===== src/rtl/red_pitaya_pid_rail_mon.sv =====
// PID output rail supervisor: rail detect, debounce, center-reset, hold.
// Optional sticky rail flags enabled by defining RAIL_MON_STICKY_EN.
module red_pitaya_pid_rail_mon #(
  parameter int DW    = 14,
  parameter int CNT_W = 16,
  parameter int EVT_W = 16
) (
  input  logic             clk_i,
  input  logic             rst_i,
  input  logic [DW-1:0]    dat_i,
  input  logic             enable_i,
  input  logic [DW-1:0]    set_lo_i,
  input  logic [DW-1:0]    set_hi_i,
  input  logic [CNT_W-1:0] set_dbc_i,
  input  logic [CNT_W-1:0] set_hold_i,
  input  logic             cnt_clr_i,
  output logic [1:0]       railed_o,
  output logic             hold_o,
  output logic             int_ctr_rst_o,
  output logic [1:0]       state_o,
  output logic [EVT_W-1:0] rail_cnt_o,
  output logic [1:0]       sticky_o
);

  typedef enum logic [1:0] {
    IDLE    = 2'd0,
    TRACK   = 2'd1,
    RAILED  = 2'd2,
    RECOVER = 2'd3
  } state_t;

  state_t           state;
  logic [CNT_W-1:0] dcnt;
  logic [CNT_W-1:0] hcnt;
  logic [CNT_W-1:0] dcnt_inc;
  logic [CNT_W-1:0] hcnt_inc;
  logic [CNT_W-1:0] dbc_eff;
  logic [CNT_W-1:0] hold_eff;
  logic             rail_hit;

  // Zero settings behave as one cycle.
  assign dbc_eff  = (set_dbc_i == '0) ? CNT_W'(1) : set_dbc_i;
  assign hold_eff = (set_hold_i == '0) ? CNT_W'(1) : set_hold_i;
  assign dcnt_inc = dcnt + CNT_W'(1);
  assign hcnt_inc = hcnt + CNT_W'(1);

  // >= rather than == so a lowered debounce setting still trips.
  assign rail_hit = enable_i && (state == TRACK) &&
                    (railed_o != 2'b00) && (dcnt_inc >= dbc_eff);

  // Registered signed rail compare, active in every state.
  always_ff @(posedge clk_i or posedge rst_i) begin
    if (rst_i) begin
      railed_o <= 2'b00;
    end else begin
      railed_o[0] <= ($signed(dat_i) <= $signed(set_lo_i));
      railed_o[1] <= ($signed(dat_i) >= $signed(set_hi_i));
    end
  end

  // Supervisor FSM with debounce and hold counters.
  always_ff @(posedge clk_i or posedge rst_i) begin
    if (rst_i) begin
      state <= IDLE;
      dcnt  <= '0;
      hcnt  <= '0;
    end else if (!enable_i) begin
      state <= IDLE;
      dcnt  <= '0;
      hcnt  <= '0;
    end else begin
      unique case (state)
        IDLE: begin
          state <= TRACK;
          dcnt  <= '0;
          hcnt  <= '0;
        end
        TRACK: begin
          hcnt <= '0;
          if (rail_hit) begin
            state <= RAILED;
            dcnt  <= '0;
          end else if (railed_o != 2'b00) begin
            dcnt <= dcnt_inc;
          end else begin
            dcnt <= '0;
          end
        end
        RAILED: begin
          state <= RECOVER;
          dcnt  <= '0;
          hcnt  <= '0;
        end
        RECOVER: begin
          dcnt <= '0;
          if (hcnt_inc >= hold_eff) begin
            state <= TRACK;
            hcnt  <= '0;
          end else begin
            hcnt <= hcnt_inc;
          end
        end
        default: begin
          state <= IDLE;
          dcnt  <= '0;
          hcnt  <= '0;
        end
      endcase
    end
  end

  // Saturating rail-event counter; clear beats increment.
  always_ff @(posedge clk_i or posedge rst_i) begin
    if (rst_i) begin
      rail_cnt_o <= '0;
    end else if (cnt_clr_i) begin
      rail_cnt_o <= '0;
    end else if (rail_hit && (rail_cnt_o != '1)) begin
      rail_cnt_o <= rail_cnt_o + EVT_W'(1);
    end
  end

`ifdef RAIL_MON_STICKY_EN
  // Sticky rail flags; a new rail wins over a clear.
  always_ff @(posedge clk_i or posedge rst_i) begin
    if (rst_i) begin
      sticky_o <= 2'b00;
    end else begin
      sticky_o <= (cnt_clr_i ? 2'b00 : sticky_o) | railed_o;
    end
  end
`else
  assign sticky_o = 2'b00;
`endif

  assign state_o       = state;
  assign int_ctr_rst_o = (state == RAILED);
  assign hold_o        = (state == RECOVER);

endmodule


===== config.mk =====
export PLATFORM = sky130hd
export DESIGN_NAME = red_pitaya_pid_rail_mon
export DESIGN_NICKNAME = d
export VERILOG_FILES = /design/src/rtl/red_pitaya_pid_rail_mon.sv
export SDC_FILE = /design/constraint.sdc
export NUM_CORES = 1
export LEC_CHECK = 0
export ABC_AREA = 0
export BUFFER_PORTS_ARGS = -buffer_cell sky130_fd_sc_hd__buf_2
export CORE_AREA = 2 2 112 114
export DETAILED_ROUTE_END_ITERATION = 16
export DIE_AREA = 0 0 114 116
export HOLD_SLACK_MARGIN = 0.05
export PLACE_DENSITY = 0.57
export REMOVE_ABC_BUFFERS = 1
export SYNTH_ARGS = -nofsm -noshare
export SYNTH_HDL_FRONTEND = slang
export SYNTH_SLANG_ARGS = --single-unit
export TNS_END_PERCENT = 30

===== constraint.sdc =====
create_clock -name clk_i -period 3.9 [get_ports clk_i]
set_input_delay 0.195 -clock clk_i [delete_from_list [all_inputs] [get_ports clk_i]]
set_output_delay 0.195 -clock clk_i [all_outputs]
set_load 0.02 [all_outputs]

==> out/metrics.yaml, run 1 <==
status: "finished clean"
detail_route.vias_per_cell: 5.075
clk_path_buf_depth: 2
drt.antenna.violating_nets: 0
die_area_sq_mm: 0.01322
rsz0062_at_grt: "false"
cts_sinks: 52
fmax_ghz: 0.3068
route.detailed.drc: 0
clk_pin_slew_ps: 70
htreeDepth: 2
yosys_warnings: 0
synth_edf_count: 0
diodes: 0
slew_viol_final: 0
path_cells: "ha_1, and3_1, and2_1, and3_1, xor2_1, ha_1, a21oi_1, nand2_1, a211o_1, a211o_1, a21boi_0, o22ai_1"
cp_num_cells: 12
dr.pass1.iters: 4
maxCapViolCount: 0
route.vias.total: 3669
synthToLayoutAreaGrowth_pct: 18.48
synth_area_sq_mm: 0.004252
post_dp_cell_area_sq_mm: 0.004873
ff2ff_setup_slack_ps: 640
reg2reg_depth: 12
post_cts_buffers: 0
grt_overflow: 0
fin_area_sq_mm: 0.005037
seqPwrFrac_pct: 42.1
cp.arrival_ps: 3460
die_x_um: 114
yosysUniqueCellTypes: 47
ctsRootBufferMaster: "clkbuf_16"
critPathMaxFanout: 18
ys_seq_area_share_pct: 30.61
final_common_cell: "buf_2"
finalCritPeriodShare_pct: 83.57
yosys_most_used_dff: "dfrtp_1"
tightest_slew_ps: 651.8
synth-seq-cells: 52
timing.rr.start: "hcnt[0]"
async_reset_ff_share_pct: 100.0
setup_viol: 0
worstPathRequired_ps: 4100
finish.utilization_pct: 42.29
grt_util_all_layers_pct: 15.10
rows: 40
fin_hold_ws_ps: 78.78
io_pins: 102
dp_hpwl_um: 7898
cts_tree: "built"
critPathBufInv: 0
wl_per_cell_um: 13.43
drive_above_1_share_pct: 20.83
worstSetupEndpoint: "state_o[0]"
fp.dieH_um: 116
syn_area_per_cell_sq_um: 8.895
reg2reg_to: "state_o[0]"
clk_latency_ps: 290
gp_congestion: 0.8662
dr.first_iter.drc_count: 153
cp-startpoint: "hcnt[0]"
wl_um: 9711
numCtsBuffers: 5
synth_cells: 478
grt_pass1_wl_um: 16510
ir_drop_v: 0.0001763
seq_area_sq_mm: 0.001301
p_per_area_mw_per_mm2: 272.5
hold_path_class: "in -> async"
grt_start_max_net_pins: 53
core_region_area_sq_mm: 0.01191
slew-limit-headroom_pct: 56.55
fin_skew_ps: 9.527
p_comb_share_pct: 22.4
p_leak_uw: 0.002813
clkPwrFrac_pct: 35.5
nNetsFinal: 720
p_switching_uw: 394.2
fin_setup_tns_ps: 0
grt_pass1_vias: 3684
p_int_uw: 978.7
layout_common_cells: "buf_2 (99), ha_1 (67), inv_1 (64), dfrtp_1 (52), a21oi_1 (32)"
hold_buffers: 0
setup.worst_path.class: "reg -> reg"
initial_core_util_pct: 35.69
period_needed_ps: 3259
max_stage_delay_ps: 500
end_kind: "flop"
fillers: 1195
port_buffers: 99
hold_violations: 0
cp-start-kind: "flop"
cpMaxStageDelayCell: "a211o_1"
multiInputGateArea_sq_mm: 0.002634
antenna_found_initial: 0
swShare_pct: 28.71
post_cts_resized: 0
fin_total_pwr_uw: 1373
crit_family: "compound AO/OA/AOI/OAI gates"
[through the flow]
stage          std cells  setup WS (ps)
2_1_floorplan        467          457.4
3_3_place_gp         715          739.7
3_5_place_dp         715          632.4
4_1_cts              723          611.8
5_1_grt              723          353.9
6_report             723          640.6
[layout make-up]
cell class / count / share of cell area, %
multi-input combinational: 350 / 52.29
inverter: 65 / 4.844
sequential: 52 / 25.83
clock inverter: 2 / 0.6955
clock buffer: 6 / 2.558
tap: 147 / 3.651
timing repair buffer: 101 / 10.13
[cells in the mapped netlist (13+ instances only)]
cell | instances | area (sq um)
a21oi_1 | 32 | 160.2
and3_1 | 29 | 181.4
dfrtp_1 | 52 | 1301
ha_1 | 67 | 838.3
inv_1 | 65 | 244.0
nand2_1 | 19 | 71.32
nand3_1 | 20 | 100.1
nand4_1 | 14 | 87.58
nor2_1 | 14 | 52.55
nor2b_1 | 25 | 156.4
o21ai_0 | 19 | 95.09
xnor2_1 | 13 | 113.9
xor2_1 | 15 | 131.4
[registers in the layout (all words and copies together), names as in the netlist]
| register | count |
|---|---|
| rail_cnt_o | 16 |
| hcnt | 16 |
| railed_o | 2 |
| dcnt | 16 |
| state_o | 2 |
[how the worst min path moves through the flow]
stage / slack, ps / cells after the start / to
after floorplan: 260 / 1 / rail_cnt_o[0]
after global placement: 420 / 3 / rail_cnt_o[11]
after detailed placement: 420 / 3 / rail_cnt_o[11]
after CTS: 110 / 3 / rail_cnt_o[15]
after global routing: 140 / 3 / rail_cnt_o[6]
final: 80 / 3 / rail_cnt_o[15]
[metal layers]
layer	GRT usage [%]	wire (um)	vias up
met5	0	0	-
met4	3.333	76	0
met3	1.883	303	6
met2	26.15	4717	76
met1	20.27	4614	1696
li1	-	-	1891
[cells by family after synthesis]
family                     share of synthesized area [%]
AOI/OAI and AO/OA                                  13.45
xor gates and xnor gates                           5.768
adders and majority gates                          19.72
buffers and inverters                              7.534
DFF                                                30.61
muxes                                             0.7651
other                                            0.08820
and+or+nand+nor                                    22.07
[power groups by stage]
stage | Sequential (uW) | Clock [uW] | Combinational (uW)
2_1_floorplan | 597 | 0 | 171
3_3_place_gp | 590 | 0 | 300
3_5_place_dp | 590 | 0 | 311
4_1_cts | 579 | 506 | 313
5_1_grt | 582 | 528 | 352
6_report | 578 | 488 | 307
[tightest hold or removal path, stage by stage]
cell and delay, ps:
buf_2 100, inv_2 30, buf_4 520
(Power assumes the default switching activity.)
==> run 2, diff against run 1 <==
ABC_AREA = 1   (was 0)
CORE_AREA = 2 2 117 119   (was 2 2 112 114)
DIE_AREA = 0 0 119 121   (was 0 0 114 116)
PLACE_DENSITY = 0.56   (was 0.57)
clock period = 3.33 ns   (was 3.9 ns; I/O delays follow)
==> run 2 against run 1 <==
Effect of this change: synthesized cell count is 37% higher; core utilization is 0.27 points lower; sequential share of layout area is 2.2 points lower; wire length is 10% higher; first-iteration DRC count is 12% higher; synthesized area is 8.5% higher; critical endpoint is now rail_cnt_o[11].
==> out/metrics.yaml, run 2 <==
status: "finished clean"
synth_cells: 655  # +37%
async_reset_ff_share_pct: 100.0  # unchanged
grt_start_max_net_pins: 53  # unchanged
ir_drop_v: 0.0002568  # +46%
clk_path_buf_depth: 2  # unchanged
cp-start-kind: "flop"
grt_pass1_wl_um: 18290  # +11%
gp_congestion: 0.8698  # +0.42%
dr.first_iter.drc_count: 172  # +12%
fp.dieH_um: 121  # +4.3%
wl_per_cell_um: 11.44  # -15%
synth_area_sq_mm: 0.004614  # +8.5%
p_per_area_mw_per_mm2: 302.1  # +11%
slew-limit-headroom_pct: 26.55  # -30 points
dr.pass1.iters: 4  # unchanged
fin_total_pwr_uw: 1661  # +21%
hold_buffers: 0  # unchanged
dp.cells: 924  # +29%
fin_ws_ps: 321.2  # -319.4 ps
p_leak_uw: 0.003133  # +11%
clk_latency_ps: 300  # about the same
finish.utilization_pct: 42.02  # -0.27 points
die_area_sq_mm: 0.01440  # +8.9%
synth_edf_count: 0  # unchanged
die_x_um: 119  # +4.4%
tightest_slew_ps: 1100  # +448.3 ps
core_region_area_sq_mm: 0.01309  # +9.9%
synthToLayoutAreaGrowth_pct: 19.14
rows: 42  # +5.0%
setup.worst_path.class: "reg -> reg"
path_cells: "ha_1, nand3_1, nor3_2, nand3_1, nor2_2, nand2_1, xor2_1, inv_1, ha_1, nand4_1, nor3_1, nand2_1, nand2_1, nand3_4, buf_4, nand3_1, nand2_1"
fin_hold_ws_ps: 158.0  # +79.19 ps
max_stage_delay_ps: 400  # -100 ps
clk_pin_slew_ps: 70  # about the same
reg.largest.list: "dcnt (16), hcnt (16), rail_cnt_o (16)"
slew_viol_final: 0  # unchanged
post_layout_nonfiller_instances: 934  # +29%
wl_um: 10690  # +10%
syn_area_per_cell_sq_um: 7.045  # -21%
route.vias.total: 4334  # +18%
drt.antenna.violating_nets: 0  # unchanged
grt_overflow: 0  # unchanged
ctsRootBufferMaster: "clkbuf_16"
yosysTopAreaCell: "dfrtp_1"
grt_util_all_layers_pct: 15.20  # +0.10 points
ys_seq_area_share_pct: 28.20  # -2.4 points
period_needed_ps: 3009  # -250.6 ps
diodes: 0  # unchanged
port_buffers: 99  # unchanged
synthTopCellsByCount: "inv_1 (140), nand2_1 (128), nor2_1 (87)"
place_ws_ps: 141.6  # -490.9 ps
detail_route.vias_per_cell: 4.640  # -8.6%
finalCritPeriodShare_pct: 90.35  # +6.8 points
netlist.area_leader.share_pct: 28.20  # -2.4 points
fmax_ghz: 0.3324  # +8.3%
layout_common_cells: "inv_1 (139), nand2_1 (128), buf_2 (99), nor2_1 (86), ha_1 (67)"
fin_skew_ps: 11.57  # +2.046 ps
critPathMaxFanout: 8  # -10
route.detailed.drc: 0  # unchanged
setup_viol: 0  # unchanged
worstPathRequired_ps: 3510  # -590 ps
cpMostUsedCell: "nand2_1"
cts_tree: "built"
drive_above_1_share_pct: 16.49  # -4.3 points
cpMaxStageDelayCell: "dfrtp_1"
initial_core_util_pct: 35.26  # -0.43 points
nNetsFinal: 902  # +25%
hold_violations: 0  # unchanged
io_pins: 102  # unchanged
numCtsBuffers: 5  # unchanged
htreeDepth: 2  # unchanged
final_common_cell: "inv_1"
hold_path_class: "in -> async"
yosysUniqueCellTypes: 40  # -15%
end_kind: "flop"
yosys_warnings: 0  # unchanged
dp_hpwl_um: 8817  # +12%
maxCapViolCount: 0  # unchanged
fillers: 1350  # +13%
synth_area_leaders: "dfrtp_1 (28%), ha_1 (18%), inv_1 (11%), nand2_1 (10%), nor2_1 (7.1%)"
yosysMostFrequentCell: "inv_1"
synth-seq-cells: 52  # unchanged
yosys_most_used_dff: "dfrtp_1"
grt_pass1_vias: 4329  # +18%
cts_sinks: 52  # unchanged
antenna_found_initial: 1  # +1
cp.arrival_ps: 3190  # -270 ps
## run 2: cell types whose count changed after synthesis, sizes merged, moves of 24 or more
| cell | delta |
|---|---|
| nand2 | +111 |
| nor2b | -24 |
| inv | +75 |
| and3 | -29 |
| nor2 | +76 |
| nand3 | +24 |
## run 2: kinds of logic after synthesis
group	Yosys count	synth area share (%)
xor+xnor	27	5.125
fa+ha+maj	67	18.17
compound gates	48	5.802
flops	52	28.20
simple gates	310	29.80
other cells	1	0.08127
buf+inv	150	12.83
## run 2: final timing paths
path                       cells past startpoint      from              to  slack [ps]
max                                           17   dcnt[0]  rail_cnt_o[11]         320
min                                            2     rst_i         dcnt[0]         160
max reg2reg                                   17   dcnt[0]  rail_cnt_o[11]         320
min reg2reg                                    1   dcnt[0]         dcnt[0]         500
max in group asynchronous                      2     rst_i         hcnt[5]        2500
min in group clk_i                             5  enable_i      state_o[0]         250
## run 2: timing repair
action / 4_1_cts / 5_1_grt
endpoints found under the setup margin: 0 / 23
hold endpoints to repair: 0 / 0
gates resized for setup: 0 / 5
setup buffers: 0 / 2
## run 2: through the flow
stage | cell area, sq um | TNS [ps]
6_report | 5498 | 0
5_1_grt | 5498 | -3.353
4_1_cts | 5450 | 0
3_5_place_dp | 5286 | 0
3_3_place_gp | 5286 | 0
2_1_floorplan | 4556 | 0
## run 2: layout make-up
type	instances	area, sq um	area share, %
tap	176	220.2	4.005
clock inverter	2	35.03	0.6372
inverter	141	529.3	9.627
timing repair buffer	103	541.8	9.854
clock buffer	6	128.9	2.344
multi-input combinational	454	2741	49.86
sequential	52	1301	23.67
## run 2: power breakdown
group	internal (uW)	total, uW	switching (uW)	leakage (uW)
clock	354	586	232	0.0000808
sequential	653	682	29.0	0.000718
combinational	150	393	243	0.00233
total	1160	1660	504	0.00313
## run 2: worst max-delay path, delay by kind of cell (launching register included)
kind	cells	cell delay [ps]
and+or+nand+nor	12	1540
buffers and inverters	2	280
DFF	1	400
xor gates and xnor gates	1	170
adders and majority gates	2	510
## run 2: per-layer routing
metal | up-vias | track usage [%] | share of wire [%]
li1 | 2268 | - | -
met1 | 1947 | 18.49 | 45
met2 | 101 | 26.98 | 47
met3 | 16 | 3.430 | 6.2
met4 | 2 | 4.167 | 1.5
met5 | - | 0 | 0.12
